--- config.mk ---
export PLATFORM = sky130hd
export DESIGN_NAME = bitserial_gate_seq
export DESIGN_NICKNAME = d
export VERILOG_FILES = /design/src/rtl/bitserial_gate_seq.sv
export SDC_FILE = /design/constraint.sdc
export NUM_CORES = 1
export LEC_CHECK = 0
export CAP_MARGIN = 20
export CELL_PAD_IN_SITES_DETAIL_PLACEMENT = 1
export CELL_PAD_IN_SITES_GLOBAL_PLACEMENT = 2
export CORE_MARGIN = 4
export CORE_UTILIZATION = 31
export CTS_CLUSTER_SIZE = 28
export DETAILED_ROUTE_END_ITERATION = 7
export PLACE_DENSITY_LB_ADDON = 0.1
export SLEW_MARGIN = 5
export SYNTH_ARGS = -nofsm -noshare
export SYNTH_HDL_FRONTEND = slang
export SYNTH_SLANG_ARGS = --single-unit
--- constraint.sdc ---
create_clock -name clk -period 3.85 [get_ports clk]
set_clock_uncertainty 0.2 [all_clocks]
set_input_delay 0.5775 -clock clk [delete_from_list [all_inputs] [get_ports clk]]
set_output_delay 0.5775 -clock clk [all_outputs]
set_load 0.03 [all_outputs]
--- src/rtl/bitserial_gate_seq.sv ---
// bitserial_gate_seq
//   Bit-serial operand sequencer for an external single-bit NAND/NOR gate
//   stage. Accepts an X/Y operand pair and presents the bits to the gate
//   stage LSB first, one pair per cycle. It collects the gate responses and
//   returns full-width NAND and NOR words.
//
// Optional feature macro: SEQ_SELFCHECK_EN
//   When defined, every gate response is checked against the expected logic
//   function, and a mismatch sets the sticky err flag. When undefined, err
//   is tied to 0.
//
// Ports
//   clk, rst_n            clock, asynchronous active-low reset
//   in_valid/in_ready     operand handshake, in_x/in_y WIDTH-bit operands
//   gate_x/gate_y         registered bit pair driven to the gate stage
//   gate_nand/gate_nor    combinational responses from the gate stage
//   out_valid/out_ready   result handshake, out_nand/out_nor result words
//   busy                  high whenever not IDLE
//   err                   sticky self-check error
module bitserial_gate_seq #(
  parameter int WIDTH = 8
) (
  input  logic             clk,
  input  logic             rst_n,
  input  logic             in_valid,
  output logic             in_ready,
  input  logic [WIDTH-1:0] in_x,
  input  logic [WIDTH-1:0] in_y,
  output logic             gate_x,
  output logic             gate_y,
  input  logic             gate_nand,
  input  logic             gate_nor,
  output logic             out_valid,
  input  logic             out_ready,
  output logic [WIDTH-1:0] out_nand,
  output logic [WIDTH-1:0] out_nor,
  output logic             busy,
  output logic             err
);

  localparam int CW = $clog2(WIDTH + 1);

  typedef enum logic [1:0] {IDLE, SHIFT, DONE} state_e;

  state_e           state_q, state_d;
  logic [WIDTH-1:0] xsh_q, xsh_d, ysh_q, ysh_d;
  logic [WIDTH-1:0] nand_q, nand_d, nor_q, nor_d;
  logic [CW-1:0]    cnt_q, cnt_d;
  logic             gx_q, gx_d, gy_q, gy_d;
  logic             accept, last;

  assign accept = in_valid & in_ready;
  // The final sample edge is the one where the count reaches WIDTH-1.
  assign last   = (state_q == SHIFT) && (cnt_q == CW'(WIDTH - 1));

  // FSM: state register
  always_ff @(posedge clk or negedge rst_n) begin
    if (!rst_n) state_q <= IDLE;
    else        state_q <= state_d;
  end

  // FSM: next state
  always_comb begin
    state_d = state_q;
    unique case (state_q)
      IDLE:    if (accept)    state_d = SHIFT;
      SHIFT:   if (last)      state_d = DONE;
      DONE:    if (out_ready) state_d = IDLE;
      default:                state_d = IDLE;
    endcase
  end

  // FSM: outputs
  always_comb begin
    in_ready  = (state_q == IDLE);
    out_valid = (state_q == DONE);
    busy      = (state_q != IDLE);
  end

  // Datapath next state
  always_comb begin
    xsh_d  = xsh_q;
    ysh_d  = ysh_q;
    nand_d = nand_q;
    nor_d  = nor_q;
    cnt_d  = cnt_q;
    gx_d   = gx_q;
    gy_d   = gy_q;
    if (accept) begin
      xsh_d = in_x;
      ysh_d = in_y;
      cnt_d = '0;
      // gate bits are registered, so bit 0 is presented right after accept
      gx_d  = in_x[0];
      gy_d  = in_y[0];
    end else if (state_q == SHIFT) begin
      // responses shift in at the MSB so bit i lands in position i after
      // WIDTH samples
      nand_d = (nand_q >> 1) | (WIDTH'(gate_nand) << (WIDTH - 1));
      nor_d  = (nor_q  >> 1) | (WIDTH'(gate_nor)  << (WIDTH - 1));
      xsh_d  = xsh_q >> 1;
      ysh_d  = ysh_q >> 1;
      cnt_d  = cnt_q + CW'(1);
      gx_d   = ~last & xsh_d[0];
      gy_d   = ~last & ysh_d[0];
    end
  end

  always_ff @(posedge clk or negedge rst_n) begin
    if (!rst_n) begin
      xsh_q  <= '0;
      ysh_q  <= '0;
      nand_q <= '0;
      nor_q  <= '0;
      cnt_q  <= '0;
      gx_q   <= 1'b0;
      gy_q   <= 1'b0;
    end else begin
      xsh_q  <= xsh_d;
      ysh_q  <= ysh_d;
      nand_q <= nand_d;
      nor_q  <= nor_d;
      cnt_q  <= cnt_d;
      gx_q   <= gx_d;
      gy_q   <= gy_d;
    end
  end

  assign gate_x   = gx_q;
  assign gate_y   = gy_q;
  assign out_nand = nand_q;
  assign out_nor  = nor_q;

`ifdef SEQ_SELFCHECK_EN
  logic err_q, err_d;

  always_comb begin
    err_d = err_q;
    if ((state_q == SHIFT) &&
        ((gate_nand != ~(gx_q & gy_q)) || (gate_nor != ~(gx_q | gy_q))))
      err_d = 1'b1;
  end

  always_ff @(posedge clk or negedge rst_n) begin
    if (!rst_n) err_q <= 1'b0;
    else        err_q <= err_d;
  end

  assign err = err_q;
`else
  assign err = 1'b0;
`endif

endmodule

=== After elaboration in Yosys (flattened, before gate mapping) ===
Cells that the tools add are included.

* Add/subtract/negate cells: 1
* Shift operators: 0
* Divide/modulo/power cells: 0
* Bitwise gates (word level): 7
* Reduce and logical (&&, ||, !) cells: 6
* Order comparisons: 0
* Mux-type cells: 14
* $mul: 0
* Equal/unequal tests: 6

{| class="wikitable"
|+ Operator list
! kind !! number
|-
| 8-bit 2-to-1 mux || 4
|-
| 7-bit by 8-bit bitwise OR with 8-bit output || 2
|-
| 4-bit 2-to-1 mux || 2
|-
| 2-bit 2-to-1 mux || 3
|-
| 2-bit case mux with 3 select lines || 1
|-
| 4-bit by 1-bit adder with 4-bit output, second input constant || 1
|-
| 4-bit by 3-bit equality test with 1-bit output, second input constant || 1
|-
| 1-bit 2-to-1 mux || 4
|-
| 2-bit by 1-bit inequality test with 1-bit output, second input constant || 2
|-
| 2-bit nonzero test || 2
|-
| 1-bit AND || 3
|-
| 3-bit AND reduction || 1
|-
| 2-bit by 1-bit equality test with 1-bit output, second input constant || 1
|-
| 2-bit equality test, second input constant || 1
|-
| 2-bit zero test || 1
|-
| 2-bit inequality test, second input constant || 1
|-
| 1-bit inverter || 2
|-
| 2-bit AND reduction || 1
|-
| 1-bit logical AND || 1
|}

* Latch bits: 0
* Input port bits: 22
* Memories: 0
* Memory bits (writable): 0
* Memory bits (read-only): 0
* Bits in registers: 40
* Output and inout bits: 22
* Logic and storage cells: 42

=== Depth between registers and ports, before layout ===
Gate-level depths: netlist (run 1).

* Depth in word-level cells: 6
* Gate-level depth with buffers: 5
* Mapped depth without buffers: 4

=== Worst setup path after synthesis (run 1) ===
Ideal clock, no wire load.

* Kind: register to output
* Start point: reg state_q[0]
* End point: out busy
* Setup slack: 1.873 ns
* Required time: 3.072 ns
* Arrival: 1.199 ns
* Stages on the path, launching flop included: 3
* Buffers on the path: 0
* Path through: dfrtp_1 -> nor2_1 -> inv_1

* Longest elaborated chain between the ends: 1

{| class="wikitable"
|+ RTL lines
! what !! RTL line !! source
|-
| start, declared || 45 || <nowiki>state_e state_q, state_d;</nowiki>
|-
| start signal, assigned || 59 || <nowiki>else state_q <= state_d;</nowiki>
|-
| 2-bit nonzero test || 77 || <nowiki>busy = (state_q != IDLE);</nowiki>
|-
| end, declared || 37 || <nowiki>output logic busy,</nowiki>
|}

No other way between the ends.

=== Worst setup path in the final report (run 1) ===
* Start point: reg state_q[0]
* End point: out out_valid

* Longest elaborated chain between the ends: 1

{| class="wikitable"
|+ RTL lines
! what !! RTL line !! source
|-
| 2-bit equality test || 76 || <nowiki>out_valid = (state_q == DONE);</nowiki>
|-
| end, declared || 33 || <nowiki>output logic out_valid,</nowiki>
|}

No other way between the ends.

==> summary.md, run 1 <==
| Metric | Value |
|---|---|
| Clk buf depth | 2 |
| Cell variety after synth | 29 |
| Routed WL | 3750 um |
| Fmax | 0.417 GHz |
| Total grt overflow | 0 |
| R2r endpoint | xsh_q[1] |
| TNS Setup | 0 ns |
| Tot Pwr | 0.00180 W |
| DR pass1 iterations | 4 |
| Yosys reg bits | 38 |
| Via density | 4.55 |
| Avg Cell Area, Syn | 9.58 um^2 |
| Synth top area share | 0.574 |
| RSZ-0062 raised after global routing | false |
| Slew Limit Headroom | 0.437 |
| Status | finished clean |
| Top Metal Used | met4 |
| Worst EP arrival | 1.62 ns |
| Syn Nets | 196 |
| Async set-reset flop share out of synthesis | 1.00 |
| PD cells | 827 nW/um^2 |
| TritonCTS buffer count | 5 |
| Hold Crit Class | in -> async |
| Final Cycle Share | 0.623 |
| Height of the die | 81.1 um |
| Startpoint types | flip-flop |
| Post-CTS setup buffer count | 0 |
| CP max FO | 6 |
| Diode count | 0 |
| Clock transition at path regs | 0.06 ns |
| TritonCTS clock tree | yes |
| Worst flop-to-flop path startpoint | state_q[1] |
| Met1 WL | 1740 um |
| Met3 wire len | 189 um |
| # resized after CTS | 0 |
| Max_cap viols | 0 |
| Layout cell share with drive strength beyond 1 | 0.0698 |
| Synthesized instance count | 173 |
| CTS sink count | 38 |
| Die area | 6580 um^2 |
| Starting Density | 0.323 |
| DR iter-0 viols | 51 |
| Final slew viol count | 0 |
| Number of synthesized flops with an enable pin | 0 |
| Top area cells in the synthesized netlist | dfrtp_1 57%, nand2_1 18%, a22oi_1 4.5% |
| Synth top cells by count | 81 x nand2_1, 38 x dfrtp_1, 10 x a22oi_1, 4 x buf_4, 4 x o21ai_1 |
| Crit. End Element | primary output |
| I/O pin cnt | 44 |
| Setup Viol. Count Final | 0 |
| First-pass GRT wire length | 6310 um |
| Hold slack | 0.206 ns |
| CTS Hold Bufs | 0 |
| Input/output buffers | 42 |
| LEAKAGE | 1.04 nW |
| Total GRT Usage | 0.125 |
| Met2 WL post-DR | 1790 um |
| Post-route ant nets | 0 |
| Sequential share of the synthesized area | 0.574 |
| Routability cong. | 0.699 |
| Warnings, synthesis | 0 |
| Reg2Reg Setup Slack | 2.23 ns |
| Fill cell count | 628 |
| # H-tree levels | 2 |
| Core Util, Final | 0.424 |
| Root buf cell | clkbuf_8 |
| Worst vdd ir | 479 uV |
| Least-Margin Pin Slew | 0.844 ns |
| Clk Latency, worst-skew pair | 0.28 ns |
| Placed inst area | 2090 um^2 |
| Post-synth design cell area | 1660 um^2 |
| Worst setup startpoint | state_q[0] |
| Num rows | 26 |
| Area Growth Syn to Fin | 31.5% |
| Vias post-DR | 1297 |
| Final Hold Vio Count | 0 |
| Largest net degree at the start of global routing | 39 |
| Most common cell in the synthesized netlist | nand2_1 |
| Fin area | 2180 um^2 |
| Final routed DRC violation total | 0 |
| Vias in the first global route | 1395 |
| Core box area | 5140 um^2 |
| Die W | 81.1 um |
| HPWL after DPL | 2600 um |
| # nets final | 238 |
| Initial antenna violation count | 0 |
| Minimum clock period | 2.40 ns |
| Per-cell routed wire length | 13.2 um |
| Synth Flop Type | dfrtp_1 |
| Req. time, crit path | 3.07 ns |
| Synth area leader | dfrtp_1 |
| Crit Path Category | reg -> out |
| R2R depth | 4 |
-- registers in the layout, summed over array words and instances (netlist names) --
name / count
gate_x: 1
xsh_q: 7
out_nand: 8
cnt_q: 4
ysh_q: 7
gate_y: 1
out_nor: 8
state_q: 2
-- worst max-delay path by stage --
stage           endpoint  slack, ns  cells past startpoint
3_3_place_gp   out_valid       1.77                      2
3_5_place_dp   out_valid       1.74                      2
4_1_cts        out_valid       1.43                      2
5_1_grt         in_ready       1.38                      2
6_report       out_valid       1.45                      2
2_1_floorplan       busy       1.87                      2
-- metal layers --
layer	track usage	vias up
met5	0	-
met1	0.149	622
met4	0.0456	0
met2	0.210	33
li1	-	638
met3	0.0410	4
-- critical path, stage by stage, from the launching register on --
cell	delay [ns]
dfrtp_1	0.44
and2b_1	0.24
clkdlybuf4s50_1	0.67
-- cell usage in the layout, fill, tap and decap left out --
cell,instances
a2bb2oi_1,1
o21ai_1,4
nand2b_1,1
o22ai_2,1
a2bb2oi_2,1
nor3b_1,1
nor2b_2,1
inv_1,3
nand3b_1,1
buf_4,3
and2b_1,1
ha_1,1
nand3_2,1
clkbuf_8,5
mux2i_1,2
a21o_1,1
o21ai_0,2
conb_1,1
dfrtp_1,38
buf_8,1
o2bb2ai_1,1
o21bai_1,2
nand2_1,81
nor2_1,1
a22oi_1,10
buf_2,1
a21oi_1,3
nand3_1,2
nor3b_2,1
clkdlybuf4s50_1,41
clkbuf_1,2
-- metrics by stage --
stage | cells | worst slack [ns]
4_1_cts | 284 | 1.43
6_report | 285 | 1.45
2_1_floorplan | 173 | 1.87
5_1_grt | 285 | 1.38
3_5_place_dp | 277 | 1.74
3_3_place_gp | 277 | 1.77
-- power by group --
part,total (W),internal (W),switching (W)
Combinational,0.000875,0.000353,0.000522
Sequential,0.000682,0.000567,0.000114
Clock,0.000248,0.000125,0.000123
-- cell type report --
type                            instances  area, um^2  area share
Multi-Input combinational cell        121         602       0.276
Clock buffer                            7        76.3      0.0350
Timing Repair Buffer                   46         453       0.208
Tap cell                               70        87.6      0.0402
Sequential cell                        38         951       0.436
Inverter                                3        11.3     0.00516
-- cells by family after synthesis --
family / Yosys count / share of synthesized area
AOI/OAI and AO/OA: 26 / 0.113
adders and majority gates: 1 / 0.00755
buffers and inverters: 14 / 0.0634
DFF: 38 / 0.574
muxes: 2 / 0.0121
other: 1 / 0.00226
and+or+nand+nor: 91 / 0.228
Note: power is estimated with default switching activity, not from simulation.
==> run 2: changes to the inputs <==
--- a/config.mk
+++ b/config.mk
@@ -9,7 +9,7 @@
 export CELL_PAD_IN_SITES_DETAIL_PLACEMENT = 1
 export CELL_PAD_IN_SITES_GLOBAL_PLACEMENT = 2
 export CORE_MARGIN = 4
-export CORE_UTILIZATION = 31
+export CORE_UTILIZATION = 28
 export CTS_CLUSTER_SIZE = 28
 export DETAILED_ROUTE_END_ITERATION = 7
 export PLACE_DENSITY_LB_ADDON = 0.1
==> constraint.sdc (replaced) <==
create_clock -name clk -period 2.23 [get_ports clk]
set_clock_uncertainty 0.2 [all_clocks]
set_input_delay 0.3345 -clock clk [delete_from_list [all_inputs] [get_ports clk]]
set_output_delay 0.3345 -clock clk [all_outputs]
set_load 0.03 [all_outputs]
==> run 2 against run 1 <==
  * Design area increased by 2.1%
  * Utilization fell by 2.7 points
  * Sequential power grew 72%
  * Non-clock buffer count increased by 4
  * Total power rose by 77%
  * Register-to-register slack got worse by 1.7 ns
  * Global-route usage down 0.68 points
  * First-iteration DRC count is 3.9% lower
  * Sequential cell count is the same
  * Cell count is 2.5% higher
  * Die area increased by 9.6%
  * Via count rose by 0.69%
  * Critical path type unchanged
==> summary.md, run 2 (same netlist as run 1, synthesis figures left out) <==
| Metric | Value |
|---|---|
| Met2 Use GR | 0.191 (-0.0195) |
| CP max FO | 6 (unchanged) |
| Multi-input gate area | 602 um^2 (unchanged) |
| Post-CTS setup buffer count | 0 (unchanged) |
| Largest net degree at the start of global routing | 27 (-31%) |
| Num rows | 27 (+3.8%) |
| Status | finished clean |
| RSZ-0062 raised after global routing | false |
| Tot Pwr | 0.00319 W (+77%) |
| Worst flop-to-flop path startpoint | state_q[1] |
| Seq. cell area | 951 um^2 (unchanged) |
| Starting Density | 0.296 (-0.0269) |
| Routability cong. | 0.716 (+2.5%) |
| LEAKAGE | 1.08 nW (+3.8%) |
| Max_cap viols | 0 (unchanged) |
| Height of the die | 84.9 um (+4.7%) |
| Final Hold Vio Count | 0 (unchanged) |
| Critical-path cell list | and2b_1 -> clkdlybuf4s50_1 |
| Worst vdd ir | 606 uV (+26%) |
| Routed WL | 4000 um (+6.6%) |
| Least-Margin Pin Slew | 0.657 ns (-0.187 ns) |
| Die W | 84.9 um (+4.7%) |
| Die area | 7220 um^2 (+9.6%) |
| Vias post-DR | 1306 (+0.69%) |
| Clock transition at path regs | 0.07 ns (about the same) |
| Root buf cell | clkbuf_8 |
| Total grt overflow | 0 (unchanged) |
| Via density | 4.47 (-1.7%) |
| Post-route ant nets | 0 (unchanged) |
| Most frequent cells in the layout | 81 x nand2_1, 40 x clkdlybuf4s50_1, 38 x dfrtp_1, 10 x a22oi_1, 7 x buf_4 |
| Hold Crit Class | reg -> reg |
| PD cells | 1430 nW/um^2 (+73%) |
| R2r endpoint | out_nand[0] |
| Reg2Reg Setup Slack | 0.50 ns (-1.73 ns) |
| Hold slack | 0.279 ns (+0.0726 ns) |
| Final routed DRC violation total | 0 (unchanged) |
| Most Crowded Layer GR | met2 |
| Largest stage delay on the critical path | 0.67 ns (about the same) |
| Clk Latency, worst-skew pair | 0.29 ns (about the same) |
| I/O pin cnt | 44 (unchanged) |
| Fmax | 0.463 GHz |
| Most common cell after layout, fill and taps aside | nand2_1 |
| Fill cell count | 664 (+5.7%) |
| Max stage delay cell, worst path | clkdlybuf4s50_1 |
| Worst EP arrival | 1.62 ns (about the same) |
| TNS Setup | 0 ns (unchanged) |
| R2R depth | 4 (unchanged) |
| Total GRT Usage | 0.118 (-0.00682) |
| HPWL after DPL | 2900 um (+12%) |
| Minimum clock period | 2.16 ns |
| DR pass1 iterations | 4 (unchanged) |
| Worst setup path end | out_valid |
| Final Cycle Share | 0.968 |
| # H-tree levels | 2 (unchanged) |
| Diode count | 0 (unchanged) |
| Setup Viol. Count Final | 0 (unchanged) |
| Per-cell routed wire length | 13.7 um (+4.0%) |
| Input/output buffers | 42 (unchanged) |
| M1 GR Usage | 0.150 (+0.000871) |
| Clk buf depth | 2 (unchanged) |
| Hold depth | 2 |
| DR iter-0 viols | 49 (-3.9%) |
| First-pass GRT wire length | 6960 um (+10%) |
| Final slew viol count | 0 (unchanged) |
| Slew Limit Headroom | 0.562 (+0.125) |
| Core box area | 5610 um^2 (+9.1%) |
| CTS sink count | 38 (unchanged) |
| Worst setup startpoint | state_q[0] |
| Layout cell share with drive strength beyond 1 | 0.0909 (+0.0211) |
| Req. time, crit path | 1.70 ns (-1.37 ns) |
| Area Growth Syn to Fin | 34.3% |
| # nets final | 242 (+1.7%) |
| Crit. End Element | primary output |
| M3 GR Usage | 0.0379 (-0.00316) |
| Crit Path Category | reg -> out |
| TritonCTS clock tree | yes |
| Initial antenna violation count | 0 (unchanged) |
| Vias in the first global route | 1431 (+2.6%) |
| Startpoint types | flip-flop |
| TritonCTS buffer count | 5 (unchanged) |
run 2: changes by cell type in the layout (fill, tap and decap cells not counted), sizes merged:
| cell | change |
|---|---|
| buf | +3 |
| dlygate4sd3 | +1 |
| dlymetal6s2s | +1 |
| clkdlybuf4s50 | -1 |
| clkinv | +1 |
run 2: worst min-delay path by stage:
stage          startpoint     endpoint
2_1_floorplan       rst_n     cnt_q[0]
3_3_place_gp        rst_n  out_nand[2]
3_5_place_dp        rst_n  out_nand[1]
4_1_cts          xsh_q[3]     xsh_q[3]
5_1_grt          xsh_q[3]     xsh_q[3]
6_report         xsh_q[2]     xsh_q[2]
run 2: per-layer routing:
| layer | vias up | wire length (um) |
|---|---|---|
| li1 | 647 | - |
| met1 | 625 | 1790 |
| met2 | 28 | 1950 |
| met3 | 6 | 207 |
| met4 | 0 | 55 |
| met5 | - | 0 |
run 2: per-stage QoR:
stage	setup WS, ns	instances	instance area, um^2	utilization
floorplan	0.496	173	1660	-
global placement	0.396	283	2120	0.378
detailed placement	0.343	283	2120	0.378
CTS	0.0202	292	2220	0.396
global route	0.00649	292	2230	0.397
finish	0.0715	292	2230	0.397
run 2: layout make-up:
class                           instances  share of cell area
Sequential cell                        38               0.427
Clock inverter                          1             0.00225
Inverter                                3             0.00506
Tap cell                               72              0.0405
Clock buffer                            7              0.0388
Timing Repair Buffer                   50               0.216
Multi-Input combinational cell        121               0.270
run 2: worst max-delay path: cells and delay by family, from the launching register on:
kind | cells | cell delay, ns
buffers and inverters | 1 | 0.67
DFF | 1 | 0.44
and+or+nand+nor | 1 | 0.23
run 2: report_power, final:
part	leakage, nW	internal, W	switching, W
Clock	0.0482	0.000250	0.000240
Sequential	0.484	0.000979	0.000195
Combinational	0.551	0.000612	0.000912
run 2: repair_timing:
action                                  CTS  global route
endpoints found under the setup margin    0             2
hold buffers                              1             0
hold endpoints to repair                 24             0
resized for setup                         0             1
